`config.mk`:
```
export PLATFORM = sky130hd
export DESIGN_NAME = button_conditioner
export DESIGN_NICKNAME = d
export VERILOG_FILES = /design/src/rtl/button_conditioner.sv
export SDC_FILE = /design/constraint.sdc
export NUM_CORES = 1
export LEC_CHECK = 0
export ABC_AREA = 1
export BUFFER_PORTS_ARGS = -buffer_cell sky130_fd_sc_hd__buf_2
export CORE_ASPECT_RATIO = 1.4
export CORE_MARGIN = 10
export CORE_UTILIZATION = 38
export DETAILED_ROUTE_END_ITERATION = 6
export PLACE_DENSITY_LB_ADDON = 0.05
export RECOVER_POWER = 50
export SYNTH_ARGS = -nofsm -noshare
export SYNTH_HDL_FRONTEND = slang
export SYNTH_SLANG_ARGS = --single-unit
export TNS_END_PERCENT = 50
```
`constraint.sdc`:
```
create_clock -name clk -period 4.6 [get_ports clk]
set_clock_uncertainty 0.1 [all_clocks]
set_input_delay 0.23 -clock clk [delete_from_list [all_inputs] [get_ports clk]]
set_output_delay 0.23 -clock clk [all_outputs]
set_load 0.02 [all_outputs]
```
`src/rtl/button_conditioner.sv`:
```
// -----------------------------------------------------------------------------
// button_conditioner
//
// Four-channel push-button conditioner (R, L, U, D). Each raw, asynchronous,
// bouncing pad is passed through a 2-flop synchroniser and then a per-channel
// debounce FSM. The FSM produces a clean level and one-cycle press/release
// strobes, so downstream edge detectors see exactly one press and one release
// per physical actuation.
//
// Ports:
//   clk            system clock, all logic on the rising edge
//   reset          asynchronous, active-high reset
//   btnR/L/U/D     raw button pads (asynchronous, active-high)
//   btnR/L/U/D_db  debounced levels
//   press_pulse    one-cycle strobe on an accepted 0->1 change, bits {D,U,L,R}
//   release_pulse  one-cycle strobe on an accepted 1->0 change, bits {D,U,L,R}
//
// Parameters:
//   DEBOUNCE_COUNT consecutive stable synchronised cycles needed before a level
//                  change is accepted (legal range 2 .. 2**CNT_WIDTH-1)
//   CNT_WIDTH      width of each per-channel stability counter
// -----------------------------------------------------------------------------
module button_conditioner #(
  parameter int DEBOUNCE_COUNT = 1000000,
  parameter int CNT_WIDTH      = 20
) (
  input  logic       clk,
  input  logic       reset,
  input  logic       btnR,
  input  logic       btnL,
  input  logic       btnU,
  input  logic       btnD,
  output logic       btnR_db,
  output logic       btnL_db,
  output logic       btnU_db,
  output logic       btnD_db,
  output logic [3:0] press_pulse,
  output logic [3:0] release_pulse
);

  typedef enum logic [1:0] {
    LOW       = 2'b00,
    WAIT_HIGH = 2'b01,
    HIGH      = 2'b10,
    WAIT_LOW  = 2'b11
  } state_t;

  localparam logic [CNT_WIDTH-1:0] CNT_TERM = CNT_WIDTH'(DEBOUNCE_COUNT - 1);
  localparam logic [CNT_WIDTH-1:0] CNT_ONE  = CNT_WIDTH'(1);
  localparam logic [CNT_WIDTH-1:0] CNT_ZERO = '0;

  logic [3:0]           raw;
  logic [3:0]           sync_p0;
  logic [3:0]           sync_p1;
  state_t               state     [4];
  state_t               state_nxt [4];
  logic [CNT_WIDTH-1:0] cnt       [4];
  logic [CNT_WIDTH-1:0] cnt_nxt   [4];
  logic [3:0]           press_nxt;
  logic [3:0]           release_nxt;
  logic [3:0]           db;

  assign raw = {btnD, btnU, btnL, btnR};

  // Stage p0/p1: two-flop synchroniser; only sync_p1 is used by the FSMs.
  always_ff @(posedge clk or posedge reset) begin
    if (reset) begin
      sync_p0 <= 4'b0000;
      sync_p1 <= 4'b0000;
    end else begin
      sync_p0 <= raw;
      sync_p1 <= sync_p0;
    end
  end

  // Stage p2: debounce FSM state, counters and registered strobes.
  always_ff @(posedge clk or posedge reset) begin
    if (reset) begin
      for (int i = 0; i < 4; i++) begin
        state[i] <= LOW;
        cnt[i]   <= CNT_ZERO;
      end
      press_pulse   <= 4'b0000;
      release_pulse <= 4'b0000;
    end else begin
      for (int i = 0; i < 4; i++) begin
        state[i] <= state_nxt[i];
        cnt[i]   <= cnt_nxt[i];
      end
      press_pulse   <= press_nxt;
      release_pulse <= release_nxt;
    end
  end

  // Next-state logic. The counter counts synchronised samples that disagree
  // with the current level; entering a WAIT state already counts the first
  // one, so the change is accepted on the DEBOUNCE_COUNT-th agreeing sample.
  always_comb begin
    press_nxt   = 4'b0000;
    release_nxt = 4'b0000;
    for (int i = 0; i < 4; i++) begin
      state_nxt[i] = state[i];
      cnt_nxt[i]   = CNT_ZERO;
      case (state[i])
        LOW: begin
          if (sync_p1[i]) begin
            state_nxt[i] = WAIT_HIGH;
            cnt_nxt[i]   = CNT_ONE;
          end
        end
        WAIT_HIGH: begin
          if (!sync_p1[i]) begin
            state_nxt[i] = LOW;
          end else if (cnt[i] == CNT_TERM) begin
            state_nxt[i] = HIGH;
            press_nxt[i] = 1'b1;
          end else begin
            cnt_nxt[i] = cnt[i] + CNT_ONE;
          end
        end
        HIGH: begin
          if (!sync_p1[i]) begin
            state_nxt[i] = WAIT_LOW;
            cnt_nxt[i]   = CNT_ONE;
          end
        end
        WAIT_LOW: begin
          if (sync_p1[i]) begin
            state_nxt[i] = HIGH;
          end else if (cnt[i] == CNT_TERM) begin
            state_nxt[i]   = LOW;
            release_nxt[i] = 1'b1;
          end else begin
            cnt_nxt[i] = cnt[i] + CNT_ONE;
          end
        end
        default: begin
          state_nxt[i] = LOW;
        end
      endcase
    end
  end

  // The level is decoded straight from the state register, so it changes on
  // the same edge as the corresponding strobe.
  always_comb begin
    for (int i = 0; i < 4; i++) begin
      db[i] = (state[i] == HIGH) || (state[i] == WAIT_LOW);
    end
  end

  assign btnR_db = db[0];
  assign btnL_db = db[1];
  assign btnU_db = db[2];
  assign btnD_db = db[3];

endmodule
```
# Word-level counts from Yosys, hierarchy flattened

Index checks and enable logic that the tools add are counted.

$add $sub $neg: 4
Equal/unequal tests: 32
Muxes and demuxes: 72
Reduce and logical (&&, ||, !) cells: 12

Operators with widths:

| kind                  | count |
|---|---|
| $pmux 20 s4           | 4 |
| $mux 20               | 12 |
| $add 20x1->20 const B | 4 |
| $eq 20x20->1 const B  | 4 |
| $mux 2                | 24 |
| $pmux 2 s4            | 4 |
| $mux 1                | 28 |
| $ne 3x3->1 const B    | 8 |
| $eq 2x2->1 const B    | 8 |
| $ne 2x2->1 const B    | 8 |
| $reduce_and 4->1      | 4 |
| $eq 2x1->1 const B    | 4 |
| $logic_not 2->1       | 4 |
| $logic_or 1x1->1      | 4 |

Bits in registers: 104
Logic and storage cells: 132

# Longest topological paths before layout

Depth in word-level cells: 4
Depth in mapped cells: 10
Mapped depth without buffers: 10

# Worst setup path before layout

No wires, ideal clock.

Path kind: reg-to-reg
From: reg cnt[60] (netlist bit)
To: reg state[6] (netlist bit)
Data arrival time: 1.248 ns
Required time: 4.374 ns
Setup slack: 3.126 ns
Stages on the path, launching flop included: 8
Cells stage by stage: dfrtp_1 ha_1 nand3_1 nor2_1 nand3_2 nand2_4 buf_6 a21oi_1

Longest elaborated chain between the ends: 3

Ends and longest elaborated chain:

| what                            | RTL line | RTL |
|---|---|---|
| start, declared                 | 57       | `logic [CNT_WIDTH-1:0] cnt [4];` |
| start signal, assigned by index | 88       | `cnt[i] <= cnt_nxt[i];` |
| $eq 20x20->1 *                  | 114, 130 |  |
| $ne 3x3->1 (no line)            | n/a      |  |
| $reduce_and 4->1 (no line) *    | n/a      |  |
| end signal, assigned by index   | 87       | `state[i] <= state_nxt[i];` |
| end, declared                   | 55       | `state_t state [4];` |

Every way passes the cells marked *; elsewhere a longest branch is shown, timed or not.
A chain may end at the register's enable or synchronous reset.

==> results.tsv <==
stage	metric	value	unit
outcome	status	finished, violations left	
outcome	violations	capacitance limit, slew limit	
routing	wl_per_cell	12.4	µm
clock_network	ctsResizeCount	0	
sta	min_period	2.63	ns
sta	tightest_slew	2.27	ns
die	dieArea	19500	µm²
setup_path	worstSetupPathType	in2async	
setup_path	worstPathRequired	4.93	ns
sta	fmax	380	MHz
clock_network	postCtsHoldBufs	5	
yosys	synth-edff-count	0	
power_and_ir_drop	leakage	2.55	nW
power_and_ir_drop	pwr-share-seq	46.8	%
yosys	yosysTopAreaCellShare	48.0	%
yosys	async_flop_share	100	%
sta	maxSlewHeadroom	-52.3	%
finish	antennaDiodeCount	0	
yosys	ys_seq_area_share	48.0	%
setup_path	worstPathArrival	2.96	ns
clock_network	cts_max_level	3	
placed_design	dp_slack	2.84	ns
sta	fin_tns_setup	0	ns
setup_path	worstSetupEndpointType	asynchronous set/reset pin	
routing	firstDrtPassIters	4	
grt	grt.overflow.total	0	
grt	antenna_found_initial	0	
setup_path	rr_worst_depth	7	
clock_network	clock_sinks	104	
finish	drive_gt1_share	7.94	%
setup_path	cp-start-kind	primary input	
routing	vias	4287	
yosys	synthFlopType	dfrtp_1	
job	drv_cap	1	
sta	hold_slack	0.251	ns
clock_network	clk_pin_slew_worst_paths	0.07	ns
power_and_ir_drop	power	2.16	mW
placed_design	hpwlAfterDp	8.13	mm
hold_path	hp-start	sync_p0[0]	
setup_path	regToRegEndpoint	cnt[19]	
power_and_ir_drop	power_frac_comb	11.9	%
grt	grt_max_degree	54	
finish	stdcell_count	903	
die	rows	51	
yosys	synth.most_common_cell	nor2_1	
finish	n_fill_cell	1447	
power_and_ir_drop	power_density	358	nW/µm²
clock_network	cts_tree	done	
routing	via_per_inst	4.75	
die	core-area	14000	µm²
routing	drt-total-wl	11.2	mm
placed_design	io_buffer_count	17	
grt	grt_use_total	12.2	%
clock_network	clk_latency	0.36	ns
routing	initialDrtViolationCount	189	
sta	setup_slack	1.97	ns
power_and_ir_drop	switchingPower	0.583	mW
yosys	synth_common_cells	167 x nor2_1, 143 x nand2_1, 104 x dfrtp_1, 67 x inv_1, 32 x nand3_1	
placed_design	place_inst	883	
yosys	syn_inst	688	
yosys	synth_area_leaders	dfrtp_1 48%, nor2_1 12%, nand2_1 9.9%	
sta	timing.final.crit_share	57.2	%
yosys	yosysTopAreaCell	dfrtp_1	
clock_network	postCtsSetupBuffers	0	
clock_network	clk_path_buf_depth	2	
finish	layout.nets	724	
placed_design	placedInstanceArea	5700	µm²
sta	setup_viol	0	
die	start_util	38.8	%
power_and_ir_drop	swShare	27.0	%
setup_path	cp-startpoint	reset	
grt	first_global_vias	4379	
sta	slew_viol_final	53	
die	die_h	161	µm
yosys	netlist_area	5420	µm²
setup_path	r2r_slack	2.50	ns
finish	fin_area	6020	µm²
hold_path	hold_class	reg2reg	
yosys	synth_fp_nets	698	
die	pin_count	18	
hold_path	min_path_cells	0	
power_and_ir_drop	p_clk_share	41.3	%
clock_network	cts-root-buf	clkbuf_16	
setup_path	r2r_start	cnt[0]	
routing	drc	0	
placed_design	gp_congestion	0.823	
routing	drtAntennaViolNets	0	
setup_path	crit_fanout	53	
power_and_ir_drop	intPower	1.57	mW
yosys	ys_ff_latch	104	
grt	grt_pass1_wl	19.8	mm
hold_path	min_to	sync_p1[0]	
die	die_width	121	µm
yosys	synth_cell_types	37	
clock_network	cts-buffers-inserted	9	
finish	final_core_util	43.1	%
finish	synthToLayoutAreaGrowth	11.1	%
sta	rsz0062_at_grt	no	
yosys	yosysWarnings	0	
sta	hold_viol_final	0	
yosys	syn_area_per_cell	7.88	µm²
power_and_ir_drop	ir_drop	0.167	mV
[cell families (layout without fill, tap and decap cells)]
| logic type | after synthesis | after routing | share of synthesized area (%) |
|---|---|---|---|
| AO/OA/AOI/OAI | 40 | 40 | 4.27 |
| adder cells (fa/ha/maj) | 4 | 4 | 0.923 |
| buffers and inverters | 81 | 111 | 6.07 |
| XOR/XNOR | 33 | 33 | 5.33 |
| flip-flops | 104 | 104 | 48.0 |
| AND/OR/NAND/NOR | 426 | 426 | 35.4 |
[power groups by stage]
stage / registers, mW / logic (mW) / clock network, mW
2_1_floorplan: 1.01 / 0.224 / 0
3_3_place_gp: 1.02 / 0.262 / 0
3_5_place_dp: 1.03 / 0.268 / 0
4_1_cts: 1.01 / 0.273 / 0.915
5_1_grt: 1.02 / 0.299 / 0.954
6_report: 1.01 / 0.256 / 0.891
[per-layer routing]
layer	wire length [µm]	vias to the layer above	GRT usage (%)
met5	0	-	0
met4	216	0	5.45
met3	266	12	2.58
met2	5670	24	21.6
met1	5080	2035	13.7
li1	-	2216	-
[sequential cells by signal (all words and copies together) (netlist names), named ones only]
register       count
cnt               80
sync_p0            4
sync_p1            4
state              4
release_pulse      4
press_pulse        4
[critical path: stages]
cell and delay, ns:
dlygate4sd3_1 0.53, buf_2 0.12, clkinvlp_2 1.29, buf_4 0.75
[cell type report]
class	count	area, µm²	area share [%]
Clock inverter	6	116	1.93
Timing Repair Buffer	23	128	2.12
Sequential cell	104	2600	43.2
Tap cell	185	231	3.84
Clock buffer	9	225	3.74
Multi-Input combinational cell	503	2440	40.5
Inverter	73	278	4.61
[layout by cell type (no fill, tap or decap), types with 3 or more instances in the layout]
master and instances:
nor2_1 168, nand2_1 145, dfrtp_1 104, inv_1 66, nand3_1 36, nor3_1 24, xor2_1 22, a21oi_1 16
nand4_1 15, clkbuf_1 12, xnor2_1 11, nor2_2 10, clkbuf_16 9, o21ai_0 8, nand2_2 6, nor3b_1 5
inv_2 5, a31oi_1 5, dlygate4sd3_1 5, buf_2 5, nand3b_1 4, a21boi_0 4, ha_1 4, nand3_2 3
o21ai_1 3, bufinv_16 3
[how the worst max path moves through the flow]
stage | end | slack [ns] | depth (start not counted)
final | cnt[61] | 1.97 | 4
after global routing | cnt[76] | 1.44 | 4
after CTS | cnt[76] | 2.74 | 4
after detailed placement | cnt[58] | 2.84 | 8
after global placement | cnt[38] | 2.89 | 8
after floorplan | asynchronous set/reset pin | 1.54 | 1
No activity file was read; power rests on OpenSTA's default activity.
